<file path="config.mk">
export PLATFORM = sky130hd
export DESIGN_NAME = alu_issue_flat
export DESIGN_NICKNAME = d
export VERILOG_FILES = /design/src/rtl/alu_pkg.sv /design/src/rtl/alu_issue_if.sv /design/src/rtl/alu_issue_regfile.sv /design/src/rtl/alu_issue.sv /design/src/flat_wrapper.sv
export SDC_FILE = /design/constraint.sdc
export NUM_CORES = 2
export LEC_CHECK = 0
export CORE_AREA = 2 2 507 509
export CTS_CLUSTER_SIZE = 14
export DETAILED_ROUTE_END_ITERATION = 10
export DIE_AREA = 0 0 509 511
export PLACE_DENSITY = 0.55
export SETUP_SLACK_MARGIN = 0.4
export SLEW_MARGIN = 10
export SYNTH_ARGS = -nofsm -noshare
export SYNTH_HDL_FRONTEND = slang
export SYNTH_HIERARCHICAL = 1
export SYNTH_SLANG_ARGS = --single-unit
</file>
<file path="constraint.sdc">
create_clock -name clock -period 7.65 [get_ports clock]
set_input_delay 2.295 -clock clock [delete_from_list [all_inputs] [get_ports clock]]
set_output_delay 2.295 -clock clock [all_outputs]
set_load 0.02 [all_outputs]
</file>
<file path="src/rtl/alu_pkg.sv">
// alu_pkg: shared definitions for the RV32I ALU issue/writeback front end.
// Holds opcode, funct3 and funct7 constants, the issue FSM state type and
// the instruction decode helper used by alu_issue.
package alu_pkg;

    localparam logic [6:0] OPC_OP      = 7'b0110011;
    localparam logic [6:0] OPC_OP_IMM  = 7'b0010011;

    localparam logic [2:0] F3_ADD_SUB  = 3'b000;
    localparam logic [2:0] F3_SLL      = 3'b001;
    localparam logic [2:0] F3_SLT      = 3'b010;
    localparam logic [2:0] F3_SLTU     = 3'b011;
    localparam logic [2:0] F3_XOR      = 3'b100;
    localparam logic [2:0] F3_SRL_SRA  = 3'b101;
    localparam logic [2:0] F3_OR       = 3'b110;
    localparam logic [2:0] F3_AND      = 3'b111;

    localparam logic [6:0] FUNCT7_BASE = 7'b0000000;
    localparam logic [6:0] FUNCT7_ALT  = 7'b0100000;

    typedef enum logic [0:0] {
        IDLE = 1'b0,
        EXEC = 1'b1
    } state_e;

    // Decoded view of one instruction word.
    typedef struct packed {
        logic        legal;
        logic [2:0]  funct3;
        logic [6:0]  funct7;
        logic [4:0]  rd;
        logic        use_imm;
        logic [31:0] imm;
    } dec_t;

    // Decode an OP / OP-IMM word into the ALU controls and operand source.
    function automatic dec_t decode(input logic [31:0] instr);
        dec_t d;
        d.legal   = 1'b0;
        d.funct3  = instr[14:12];
        d.funct7  = FUNCT7_BASE;
        d.rd      = instr[11:7];
        d.use_imm = 1'b0;
        d.imm     = 32'd0;
        case (instr[6:0])
            OPC_OP: begin
                d.funct7 = instr[31:25];
                if (instr[31:25] == FUNCT7_BASE) begin
                    d.legal = 1'b1;
                end else if ((instr[31:25] == FUNCT7_ALT) &&
                             ((instr[14:12] == F3_ADD_SUB) ||
                              (instr[14:12] == F3_SRL_SRA))) begin
                    d.legal = 1'b1;
                end else begin
                    d.legal = 1'b0;
                end
            end
            OPC_OP_IMM: begin
                // funct7 stays BASE by default so ADDI with bit 30 set is
                // never mistaken for SUB by the ALU.
                d.use_imm = 1'b1;
                d.imm     = {{20{instr[31]}}, instr[31:20]};
                case (instr[14:12])
                    F3_SLL: begin
                        d.legal = (instr[31:25] == FUNCT7_BASE);
                    end
                    F3_SRL_SRA: begin
                        d.legal  = (instr[31:25] == FUNCT7_BASE) ||
                                   (instr[31:25] == FUNCT7_ALT);
                        d.funct7 = instr[31:25];
                        d.imm    = {27'd0, instr[24:20]};
                    end
                    default: begin
                        d.legal = 1'b1;
                    end
                endcase
            end
            default: begin
                d.legal = 1'b0;
            end
        endcase
        return d;
    endfunction

endpackage

</file>
<file path="src/rtl/alu_issue_if.sv">
// alu_issue_if: bundles the instruction handshake, the ALU port set and the
// retire/illegal reporting of the issue front end.
//   master: issue block view (drives ready, ALU controls, retire, illegal)
//   slave : environment view (drives instr handshake and ALU result)
interface alu_issue_if;
    import alu_pkg::*;

    logic        instr_valid;
    logic        instr_ready;
    logic [31:0] instr;
    logic        alu_enable;
    logic [2:0]  alu_funct3;
    logic [6:0]  alu_funct7;
    logic [31:0] alu_data_1;
    logic [31:0] alu_data_2;
    logic [31:0] alu_data_out;
    logic        illegal;
    logic        retire_valid;
    logic [4:0]  retire_rd;
    logic [31:0] retire_data;

    modport master (
        input  instr_valid, instr, alu_data_out,
        output instr_ready, alu_enable, alu_funct3, alu_funct7,
               alu_data_1, alu_data_2, illegal,
               retire_valid, retire_rd, retire_data
    );

    modport slave (
        output instr_valid, instr, alu_data_out,
        input  instr_ready, alu_enable, alu_funct3, alu_funct7,
               alu_data_1, alu_data_2, illegal,
               retire_valid, retire_rd, retire_data
    );

endinterface

</file>
<file path="src/rtl/alu_issue_regfile.sv">
// alu_issue_regfile: 32x32 integer register file.
// Ports: clock, reset_n (async active-low, clears all entries),
//   three combinational reads (rs1, rs2, dbg), one write port (we/waddr/wdata).
// x0 always reads 0 and writes to it are dropped.
module alu_issue_regfile (
    input  logic        clock,
    input  logic        reset_n,
    input  logic [4:0]  rs1_addr,
    output logic [31:0] rs1_data,
    input  logic [4:0]  rs2_addr,
    output logic [31:0] rs2_data,
    input  logic [4:0]  dbg_addr,
    output logic [31:0] dbg_data,
    input  logic        we,
    input  logic [4:0]  waddr,
    input  logic [31:0] wdata
);

    logic [31:0] mem_q [32];

    // Storage: cleared on reset, written on we for non-zero addresses.
    always_ff @(posedge clock or negedge reset_n) begin
        if (!reset_n) begin
            for (int i = 0; i < 32; i++) begin
                mem_q[i] <= 32'd0;
            end
        end else if (we && (waddr != 5'd0)) begin
            mem_q[waddr] <= wdata;
        end else begin
            mem_q[waddr] <= mem_q[waddr];
        end
    end

    // Read ports with x0 forced to zero.
    always_comb begin
        rs1_data = (rs1_addr == 5'd0) ? 32'd0 : mem_q[rs1_addr];
        rs2_data = (rs2_addr == 5'd0) ? 32'd0 : mem_q[rs2_addr];
        dbg_data = (dbg_addr == 5'd0) ? 32'd0 : mem_q[dbg_addr];
    end

endmodule

</file>
<file path="src/rtl/alu_issue.sv">
// alu_issue: issue/writeback front end for the RV32I ALU.
// Ports: clock, reset_n (async active-low), bus (alu_issue_if.master:
//   instruction handshake, ALU controls/operands/result, illegal and retire
//   reporting), dbg_addr/dbg_data (combinational register read).
// Decodes OP / OP-IMM words, reads operands, holds the ALU enabled for
// ALU_LATENCY cycles, then writes the sampled result back to rd.
module alu_issue
    import alu_pkg::*;
#(
    parameter int ALU_LATENCY = 1
) (
    input  logic        clock,
    input  logic        reset_n,
    alu_issue_if.master bus,
    input  logic [4:0]  dbg_addr,
    output logic [31:0] dbg_data
);

    state_e      state_q, state_d;
    logic [3:0]  cnt_q, cnt_d;
    logic        armed_q, armed_d;
    logic [2:0]  funct3_q, funct3_d;
    logic [6:0]  funct7_q, funct7_d;
    logic [31:0] data1_q, data1_d;
    logic [31:0] data2_q, data2_d;
    logic [4:0]  rd_q, rd_d;
    logic        illegal_q, illegal_d;
    logic        retire_valid_q, retire_valid_d;
    logic [4:0]  retire_rd_q, retire_rd_d;
    logic [31:0] retire_data_q, retire_data_d;

    dec_t        dec_s;
    logic        accept_s;
    logic        last_s;
    logic        ready_s;
    logic        enable_s;
    logic [31:0] rs1_val_s;
    logic [31:0] rs2_val_s;
    logic        we_s;

    alu_issue_regfile u_regfile (
        .clock    (clock),
        .reset_n  (reset_n),
        .rs1_addr (bus.instr[19:15]),
        .rs1_data (rs1_val_s),
        .rs2_addr (bus.instr[24:20]),
        .rs2_data (rs2_val_s),
        .dbg_addr (dbg_addr),
        .dbg_data (dbg_data),
        .we       (we_s),
        .waddr    (rd_q),
        .wdata    (bus.alu_data_out)
    );

    // Handshake qualification and end-of-execution detection. armed_q keeps
    // a handshake on the reset release edge from being taken.
    always_comb begin
        dec_s    = decode(bus.instr);
        accept_s = bus.instr_valid && ready_s && armed_q;
        last_s   = (state_q == EXEC) && (cnt_q == 4'd1);
        we_s     = last_s;
    end

    // FSM state register.
    always_ff @(posedge clock or negedge reset_n) begin
        if (!reset_n) begin
            state_q <= IDLE;
        end else begin
            state_q <= state_d;
        end
    end

    // FSM next-state logic.
    always_comb begin
        state_d = state_q;
        case (state_q)
            IDLE: begin
                if (accept_s && dec_s.legal) begin
                    state_d = EXEC;
                end else begin
                    state_d = IDLE;
                end
            end
            EXEC: begin
                if (last_s) begin
                    state_d = IDLE;
                end else begin
                    state_d = EXEC;
                end
            end
            default: begin
                state_d = IDLE;
            end
        endcase
    end

    // FSM outputs.
    always_comb begin
        ready_s  = 1'b0;
        enable_s = 1'b0;
        case (state_q)
            IDLE: begin
                ready_s  = 1'b1;
                enable_s = 1'b0;
            end
            EXEC: begin
                ready_s  = 1'b0;
                enable_s = 1'b1;
            end
            default: begin
                ready_s  = 1'b0;
                enable_s = 1'b0;
            end
        endcase
    end

    // Datapath next values: operand capture, latency counter, pulses, retire.
    always_comb begin
        armed_d        = 1'b1;
        cnt_d          = cnt_q;
        funct3_d       = funct3_q;
        funct7_d       = funct7_q;
        data1_d        = data1_q;
        data2_d        = data2_q;
        rd_d           = rd_q;
        illegal_d      = accept_s && !dec_s.legal;
        retire_valid_d = 1'b0;
        retire_rd_d    = retire_rd_q;
        retire_data_d  = retire_data_q;
        if (accept_s && dec_s.legal) begin
            cnt_d    = 4'(ALU_LATENCY);
            funct3_d = dec_s.funct3;
            funct7_d = dec_s.funct7;
            data1_d  = rs1_val_s;
            data2_d  = dec_s.use_imm ? dec_s.imm : rs2_val_s;
            rd_d     = dec_s.rd;
        end else if (state_q == EXEC) begin
            cnt_d = cnt_q - 4'd1;
        end else begin
            cnt_d = cnt_q;
        end
        if (last_s) begin
            retire_valid_d = 1'b1;
            retire_rd_d    = rd_q;
            retire_data_d  = bus.alu_data_out;
        end else begin
            retire_valid_d = 1'b0;
        end
    end

    // Datapath registers.
    always_ff @(posedge clock or negedge reset_n) begin
        if (!reset_n) begin
            armed_q        <= 1'b0;
            cnt_q          <= 4'd0;
            funct3_q       <= 3'd0;
            funct7_q       <= 7'd0;
            data1_q        <= 32'd0;
            data2_q        <= 32'd0;
            rd_q           <= 5'd0;
            illegal_q      <= 1'b0;
            retire_valid_q <= 1'b0;
            retire_rd_q    <= 5'd0;
            retire_data_q  <= 32'd0;
        end else begin
            armed_q        <= armed_d;
            cnt_q          <= cnt_d;
            funct3_q       <= funct3_d;
            funct7_q       <= funct7_d;
            data1_q        <= data1_d;
            data2_q        <= data2_d;
            rd_q           <= rd_d;
            illegal_q      <= illegal_d;
            retire_valid_q <= retire_valid_d;
            retire_rd_q    <= retire_rd_d;
            retire_data_q  <= retire_data_d;
        end
    end

    assign bus.instr_ready  = ready_s;
    assign bus.alu_enable   = enable_s;
    assign bus.alu_funct3   = funct3_q;
    assign bus.alu_funct7   = funct7_q;
    assign bus.alu_data_1   = data1_q;
    assign bus.alu_data_2   = data2_q;
    assign bus.illegal      = illegal_q;
    assign bus.retire_valid = retire_valid_q;
    assign bus.retire_rd    = retire_rd_q;
    assign bus.retire_data  = retire_data_q;

endmodule

</file>
<file path="src/flat_wrapper.sv">
// flat-port wrapper written by rule: the top's interface ports become plain ports
module alu_issue_flat import alu_pkg::*;
#(
    parameter int ALU_LATENCY = 1
)
  (clock, reset_n, dbg_addr, dbg_data, bus_instr_valid, bus_instr, bus_alu_data_out, bus_instr_ready, bus_alu_enable, bus_alu_funct3, bus_alu_funct7, bus_alu_data_1, bus_alu_data_2, bus_illegal, bus_retire_valid, bus_retire_rd, bus_retire_data);
  alu_issue_if bus_i ();
  input  logic clock;
  input  logic reset_n;
  input  logic [4:0] dbg_addr;
  output logic [31:0] dbg_data;
  input wire logic [$bits(bus_i.instr_valid)-1:0] bus_instr_valid;
  input wire logic [$bits(bus_i.instr)-1:0] bus_instr;
  input wire logic [$bits(bus_i.alu_data_out)-1:0] bus_alu_data_out;
  output wire logic [$bits(bus_i.instr_ready)-1:0] bus_instr_ready;
  output wire logic [$bits(bus_i.alu_enable)-1:0] bus_alu_enable;
  output wire logic [$bits(bus_i.alu_funct3)-1:0] bus_alu_funct3;
  output wire logic [$bits(bus_i.alu_funct7)-1:0] bus_alu_funct7;
  output wire logic [$bits(bus_i.alu_data_1)-1:0] bus_alu_data_1;
  output wire logic [$bits(bus_i.alu_data_2)-1:0] bus_alu_data_2;
  output wire logic [$bits(bus_i.illegal)-1:0] bus_illegal;
  output wire logic [$bits(bus_i.retire_valid)-1:0] bus_retire_valid;
  output wire logic [$bits(bus_i.retire_rd)-1:0] bus_retire_rd;
  output wire logic [$bits(bus_i.retire_data)-1:0] bus_retire_data;
  assign bus_i.instr_valid = bus_instr_valid;
  assign bus_i.instr = bus_instr;
  assign bus_i.alu_data_out = bus_alu_data_out;
  assign bus_instr_ready = bus_i.instr_ready;
  assign bus_alu_enable = bus_i.alu_enable;
  assign bus_alu_funct3 = bus_i.alu_funct3;
  assign bus_alu_funct7 = bus_i.alu_funct7;
  assign bus_alu_data_1 = bus_i.alu_data_1;
  assign bus_alu_data_2 = bus_i.alu_data_2;
  assign bus_illegal = bus_i.illegal;
  assign bus_retire_valid = bus_i.retire_valid;
  assign bus_retire_rd = bus_i.retire_rd;
  assign bus_retire_data = bus_i.retire_data;
  alu_issue #(.ALU_LATENCY(ALU_LATENCY)) u_core (.clock(clock), .reset_n(reset_n), .bus(bus_i), .dbg_addr(dbg_addr), .dbg_data(dbg_data));
endmodule
</file>
# Word-level counts from Yosys, hierarchy flattened
# Index checks and enable logic that the tools add are counted.
# W data, S select, Z words.
[word_totals] out_inout_bits=147 register_bits=1148 rom_bits=0 inputBits=72 mem_count=0 latch_bits=0 mem_bits_rw=0
[classes] bitwise=5 div=0 addsub=1 n_reduce_logical=18 eq_ne=6 shift=0 mul=0 n_lt_le_gt_ge=5 n_mux=37
[op_table] operator="$bwmux W1024" count=2
[op_table] operator="$mux W1024" count=1
[op_table] operator="$bmux W32 S5" count=4
[op_table] operator="$mux W32" count=14
[op_table] operator="$demux W32 S5" count=1
[op_table] operator="$mux W33" count=1
[op_table] operator="$ge A6 B6 Y1 const B" count=4
[op_table] operator="$not A5 Y6" count=4
[op_table] operator="$logic_not A5 Y1" count=3
[op_table] operator="$eq A7 B6 Y1 const B" count=2
[op_table] operator="$pmux W7 S2" count=1
[op_table] operator="$pmux W1 S2" count=5
[op_table] operator="$logic_and A1 B1 Y1" count=8
[op_table] operator="$mux W4" count=2
[op_table] operator="$eq A7 B5 Y1 const B" count=1
[op_table] operator="$logic_not A7 Y1" count=1
[op_table] operator="$mux W7" count=1
[op_table] operator="$lt A6 B1 Y1 const B" count=1
[op_table] operator="$mux W1" count=5
[op_table] operator="$reduce_bool A5 Y1" count=1
[op_table] operator="$eq A4 B1 Y1 const B" count=1
[op_table] operator="$sub A4 B1 Y4 const B" count=1
[op_table] operator="$eq A3 B1 Y1 const B" count=1
[op_table] operator="$eq A3 B3 Y1 const B" count=1
[op_table] operator="other kinds (5)" count=6

# Logic depth before layout (Yosys ltp)
[depth] word_depth=9 ltp_mapped=13

# Modules after synthesis
# Netlist, hierarchy kept.
[by_module_without_submodules] module="alu_issue_regfile" area_each_um2=70896.7 seq_area_each_um2=25624.6 cells_each=5430 instances=1
[by_module_without_submodules] module="alu_issue" area_each_um2=5141.2 seq_area_each_um2=3103.0 cells_each=368 instances=1

# Least setup slack after synthesis
# OpenSTA, ideal clock, no wires.
[synth_path] kind="input to output" start="input port dbg_addr[0]" end="output port dbg_data[21]" path_slack_ps=1097 stages=7 t_arrival_ps=4258 path_cell_list="clkbuf_1 buf_2 buf_2 buf_2 mux4_2 a22oi_1 a31oi_1"
[synth_between] elab_chain_len=5 word_cells_on_any_way=6 cone_classes="mux: 4; bitwise: 1; reduce/logical: 1"
[synth_lines] element="start, declared" line="flat_wrapper.sv:10" rtl="input logic [4:0] dbg_addr;"
[synth_lines] element="$not A5 Y6 (implied by the code)" line="alu_issue_regfile.sv:38" rtl="dbg_data = (dbg_addr == 5'd0) ? 32'd0 : mem_q[dbg_addr];"
[synth_lines] element="$bmux W32 S5" line="alu_issue_regfile.sv:38"
[synth_lines] element="$mux W32 (implied by the code) (2 in series)" line="alu_issue_regfile.sv:38"
[synth_lines] element="$mux W32 (*)" line="alu_issue_regfile.sv:38"
[synth_lines] element="end, declared" line="flat_wrapper.sv:11" rtl="output logic [31:0] dbg_data;"
# Mark *: on every way between the ends. The rest lies on a longest branch, timed or not. The select of a mux whose other input is x is not followed.

# Worst setup path after layout
[layout_path] start="input port dbg_addr[3]" end="output port dbg_data[16]"
# Same word-level chain as after synthesis.

==> results.sh <==
export IMPL_outcome="completed"
export IMPL_slew_headroom_pct=13.59
export IMPL_post_route_util_pct=33.85
export IMPL_most_used_flip_flop_cell_after_synthesis="dfrtp_1"
export IMPL_yosys_area_top_type="dfrtp_1"
export IMPL_grt_pass1_vias=57100
export IMPL_worst_clock_skew_ns=0.03966
export IMPL_cell_count_after_synthesis=5798
export IMPL_power_leakage_nw=34.19
export IMPL_antenna_found_initial=14
export IMPL_slew_violations=0
export IMPL_global_route_wire_length_before_repair_um=451100
export IMPL_drt_iter0_markers=7768
export IMPL_viasPerCell=6.420
export IMPL_hold_violations=0
export IMPL_async_flop_share_pct=100.0
export IMPL_crit_chain="clkdlybuf4s50_1 > nor2b_2 > nand2b_2 > buf_4 > o22ai_1 > a211o_1 > a31oi_1 > buf_4 > buf_4"
export IMPL_final_setup_viol_count=0
export IMPL_post_route_min_period_ns=7.255
export IMPL_area_growth_pct=13.64
export IMPL_tritoncts_num_buffers=130
export IMPL_yosysTopAreaCellShare_pct=37.78
export IMPL_overall_fraction_of_global_route_tracks_in_use_pct=23.96
export IMPL_hpwl_after_detailed_placement_um=200300
export IMPL_grt_overflow_total=0
export IMPL_gpl_final_weighted_congestion=0.9088
export IMPL_worst_endpoint_arrival_ns=4.96
export IMPL_design_portCount=219
export IMPL_detail_route_drc_violations=0
export IMPL_post_synth_main_area_contributors="dfrtp_1 38%, mux4_2 23%, mux2_2 11%"
export IMPL_required_time_reported_for_the_critical_path_endpoint_ns=5.36
export IMPL_hold_path_class="reg2reg"
export IMPL_worst_setup_path_start_kind="primary input"
export IMPL_num_rows=186
export IMPL_hold_buffers=0
export IMPL_cts_root_buffer_type="clkbuf_16"
export IMPL_crit_slowest_cell="clkdlybuf4s50_1"
export IMPL_post_synth_edffs=0
export IMPL_tightest_slew_ns=1.296
export IMPL_synth_avg_cell_area_um2=13.11
export IMPL_place_port_buffers=218
export IMPL_final_net_count=5769
export IMPL_maximum_buffer_depth_of_the_clock_tree=3
export IMPL_routed_via_count=58980
export IMPL_clkSinkCount=1148
export IMPL_core_region_area_um2=255300
export IMPL_cell_area_synth_um2=76040
export IMPL_yosysUniqueCellTypes=67
export IMPL_dieWidth_um=509
export IMPL_layout_drive_gt1_share_pct=37.04
export IMPL_totalWireLength_um=319300
export IMPL_finalSetupTns_ns=0
export IMPL_max_freq_ghz=0.1378
export IMPL_detail_route_wl_per_cell_um=34.76
export IMPL_internal_power_of_the_cells_w=0.01065
export IMPL_clockPowerShare_pct=44.9
export IMPL_clock_insertion_delay_worst_skew_ns=0.82
export IMPL_ys_seq_elements=1148
export IMPL_die_y_um=511
export IMPL_cts_reportedPaths_clkPinSlew_ns=0.06
export IMPL_antenna_violating_nets_post_route=0
export IMPL_share_seq_of_total_power_pct=42.5
export IMPL_drt_pre_antenna_iters=6
export IMPL_layout_worst_path_cycle_share_pct=94.84
export IMPL_grt_setup_unrepaired="false"
export IMPL_maxCapViolCount=0
export IMPL_critical_path_max_fanout=12
export IMPL_proportion_of_power_drawn_by_combinational_gates_pct=12.6
export IMPL_grt_start_max_net_pins=143
export IMPL_synth_seq_area_share_pct=37.78
export IMPL_power_share_switching_pct=27.78
export IMPL_setup_worst_path_end_class="primary output"
export IMPL_synthesis_yosys_warnings=6
export IMPL_htreeDepth=4
export IMPL_timing_critical_path_mode_cell="buf_4"
export IMPL_nFillCells=24610
export IMPL_slowest_stage_delay_cp_ns=0.54
export IMPL_initial_utilization_pct=29.78
export IMPL_cts_tree="done"
export IMPL_criticalPathCategory="in2out"
export IMPL_p_sw_w=0.004096
export IMPL_cts_post_setup_buffers_inserted=0
export IMPL_fp_dieArea_um2=260100
export IMPL_peakVddDrop_mv=0.2643
export IMPL_postSynthNetCount=5872
export IMPL_power_per_cell_area_nw_per_um2=170.7
==> per-stage QoR <==
| step | hold slack, ns | area, µm² | instances | worst slack, ns | power (W) |
|---|---|---|---|---|---|
| floorplan | 0.4744 | 76040 | 5798 | 1.097 | 0.007319 |
| global placement | 0.4157 | 81970 | 8947 | 0.3786 | 0.008188 |
| detailed placement | 0.4227 | 81970 | 8947 | 0.3944 | 0.008208 |
| CTS | 0.4387 | 86370 | 9183 | 0.4100 | 0.01482 |
| global route | 0.4541 | 86410 | 9184 | 0.4031 | 0.01515 |
| finish | 0.4417 | 86410 | 9187 | 0.3950 | 0.01475 |
==> layout make-up <==
| cell class | instances | area (µm²) | area share [%] |
|---|---|---|---|
| inverters | 37 | 138.9 | 0.1607 |
| repair buffers | 447 | 4503 | 5.211 |
| flip-flops and latches | 1148 | 28740 | 33.26 |
| well taps | 3384 | 4234 | 4.900 |
| diodes | 4 | 10.01 | 0.01158 |
| multi-input cells | 3931 | 44400 | 51.38 |
| clock buffers | 173 | 3680 | 4.258 |
| clock inverters | 63 | 709.4 | 0.8210 |
==> cell usage after synthesis, drive strengths merged, types with 28 or more instances <==
cell type	instances
dfrtp	1148
mux2	798
mux4	774
mux2i	592
nand2	365
clkbuf	348
buf	334
o31ai	274
o22ai	252
a22oi	211
a31oi	94
nor2	92
a211o	75
a21oi	61
and2	40
inv	37
nand2b	36
nor4	33
o221ai	33
a32oi	29
o21ai	28
==> final timing paths <==
check | from | endpoint | slack (ns) | cells past startpoint
max in group asynchronous | reset_n | u_core/rd_q[0] | 4.65 | 2
min | u_core/u_regfile/mem_q[1018] | u_core/u_regfile/mem_q[1018] | 0.44 | 0
max reg2reg | u_core/rd_q[3] | u_core/u_regfile/mem_q[914] | 2.88 | 6
min reg2reg | u_core/u_regfile/mem_q[1018] | u_core/u_regfile/mem_q[1018] | 0.44 | 0
max | dbg_addr[3] | dbg_data[16] | 0.39 | 9
min in group asynchronous | reset_n | u_core/bus.alu_data_1[27] | 1.42 | 1
==> metal layers <==
layer  up-vias  global-route usage [%]  part of all wire [%]
met2      4117                   36.18                    45
met5         -                  0.1296                 0.023
met1     30910                   31.47                    39
li1      22960                       -                     -
met4         6                   12.79                   6.3
met3       982                   6.036                    11
==> registers in the layout, summed over array words and instances, names as in the netlist <==
register / count
u_core/u_regfile/mem_q: 1024
u_core/bus.alu_data_1: 32
u_core/bus.alu_data_2: 32
u_core/bus.retire_data: 32
u_core/bus.alu_funct7: 7
u_core/bus.retire_rd: 5
u_core/rd_q: 5
u_core/cnt_q: 4
u_core/bus.alu_funct3: 3
u_core/armed_q: 1
u_core/bus.illegal: 1
u_core/bus.retire_valid: 1
u_core/state_q: 1
==> cells by family (layout without fill, tap and decap cells) <==
| group | count (synthesis) | in the layout | share of synthesized area, % |
|---|---|---|---|
| other | 1 | 5 | 0.004932 |
| DFF | 1148 | 1148 | 37.78 |
| muxes | 2164 | 2164 | 42.54 |
| and+or+nand+nor | 651 | 651 | 4.535 |
| xor gates and xnor gates | 4 | 4 | 0.04608 |
| adders and majority gates | 2 | 2 | 0.03290 |
| AOI/OAI and AO/OA | 1109 | 1109 | 10.62 |
| buffers and inverters | 719 | 720 | 4.440 |
==> power groups by stage <==
stage	Sequential (W)	Clock, W	Combinational [W]
finish	0.00627	0.00661	0.00186
global route	0.00628	0.00695	0.00192
CTS	0.00626	0.00672	0.00184
global placement	0.00637	0	0.00182
floorplan	0.00636	0	0.000963
detailed placement	0.00638	0	0.00183
==> critical path, delay by kind of cell <==
family / cells / cell delay [ns]
simple gates: 2 / 0.59
buf+inv: 4 / 1.35
compound gates: 3 / 0.71
==> repair_timing <==
| item | 4_1_cts | 5_1_grt |
|---|---|---|
| pin swaps | 0 | 0 |
| gates resized for setup | 2 | 5 |
| endpoints found under the setup margin | 2 | 6 |
==> layout by cell type (no fill, tap or decap), types with 52 or more instances in the layout <==
| cell type | instances |
|---|---|
| mux2i_1 | 592 |
| mux4_2 | 774 |
| mux2_2 | 748 |
| buf_12 | 52 |
| nand2_1 | 353 |
| a21oi_1 | 61 |
| o22ai_1 | 252 |
| a31oi_1 | 63 |
| dfrtp_1 | 1145 |
| buf_4 | 206 |
| clkdlybuf4s50_1 | 179 |
| a22oi_1 | 211 |
| clkbuf_16 | 134 |
| o31ai_1 | 273 |
| a211o_1 | 75 |
| nor2_1 | 74 |
Power figures use the tool's default switching activity.
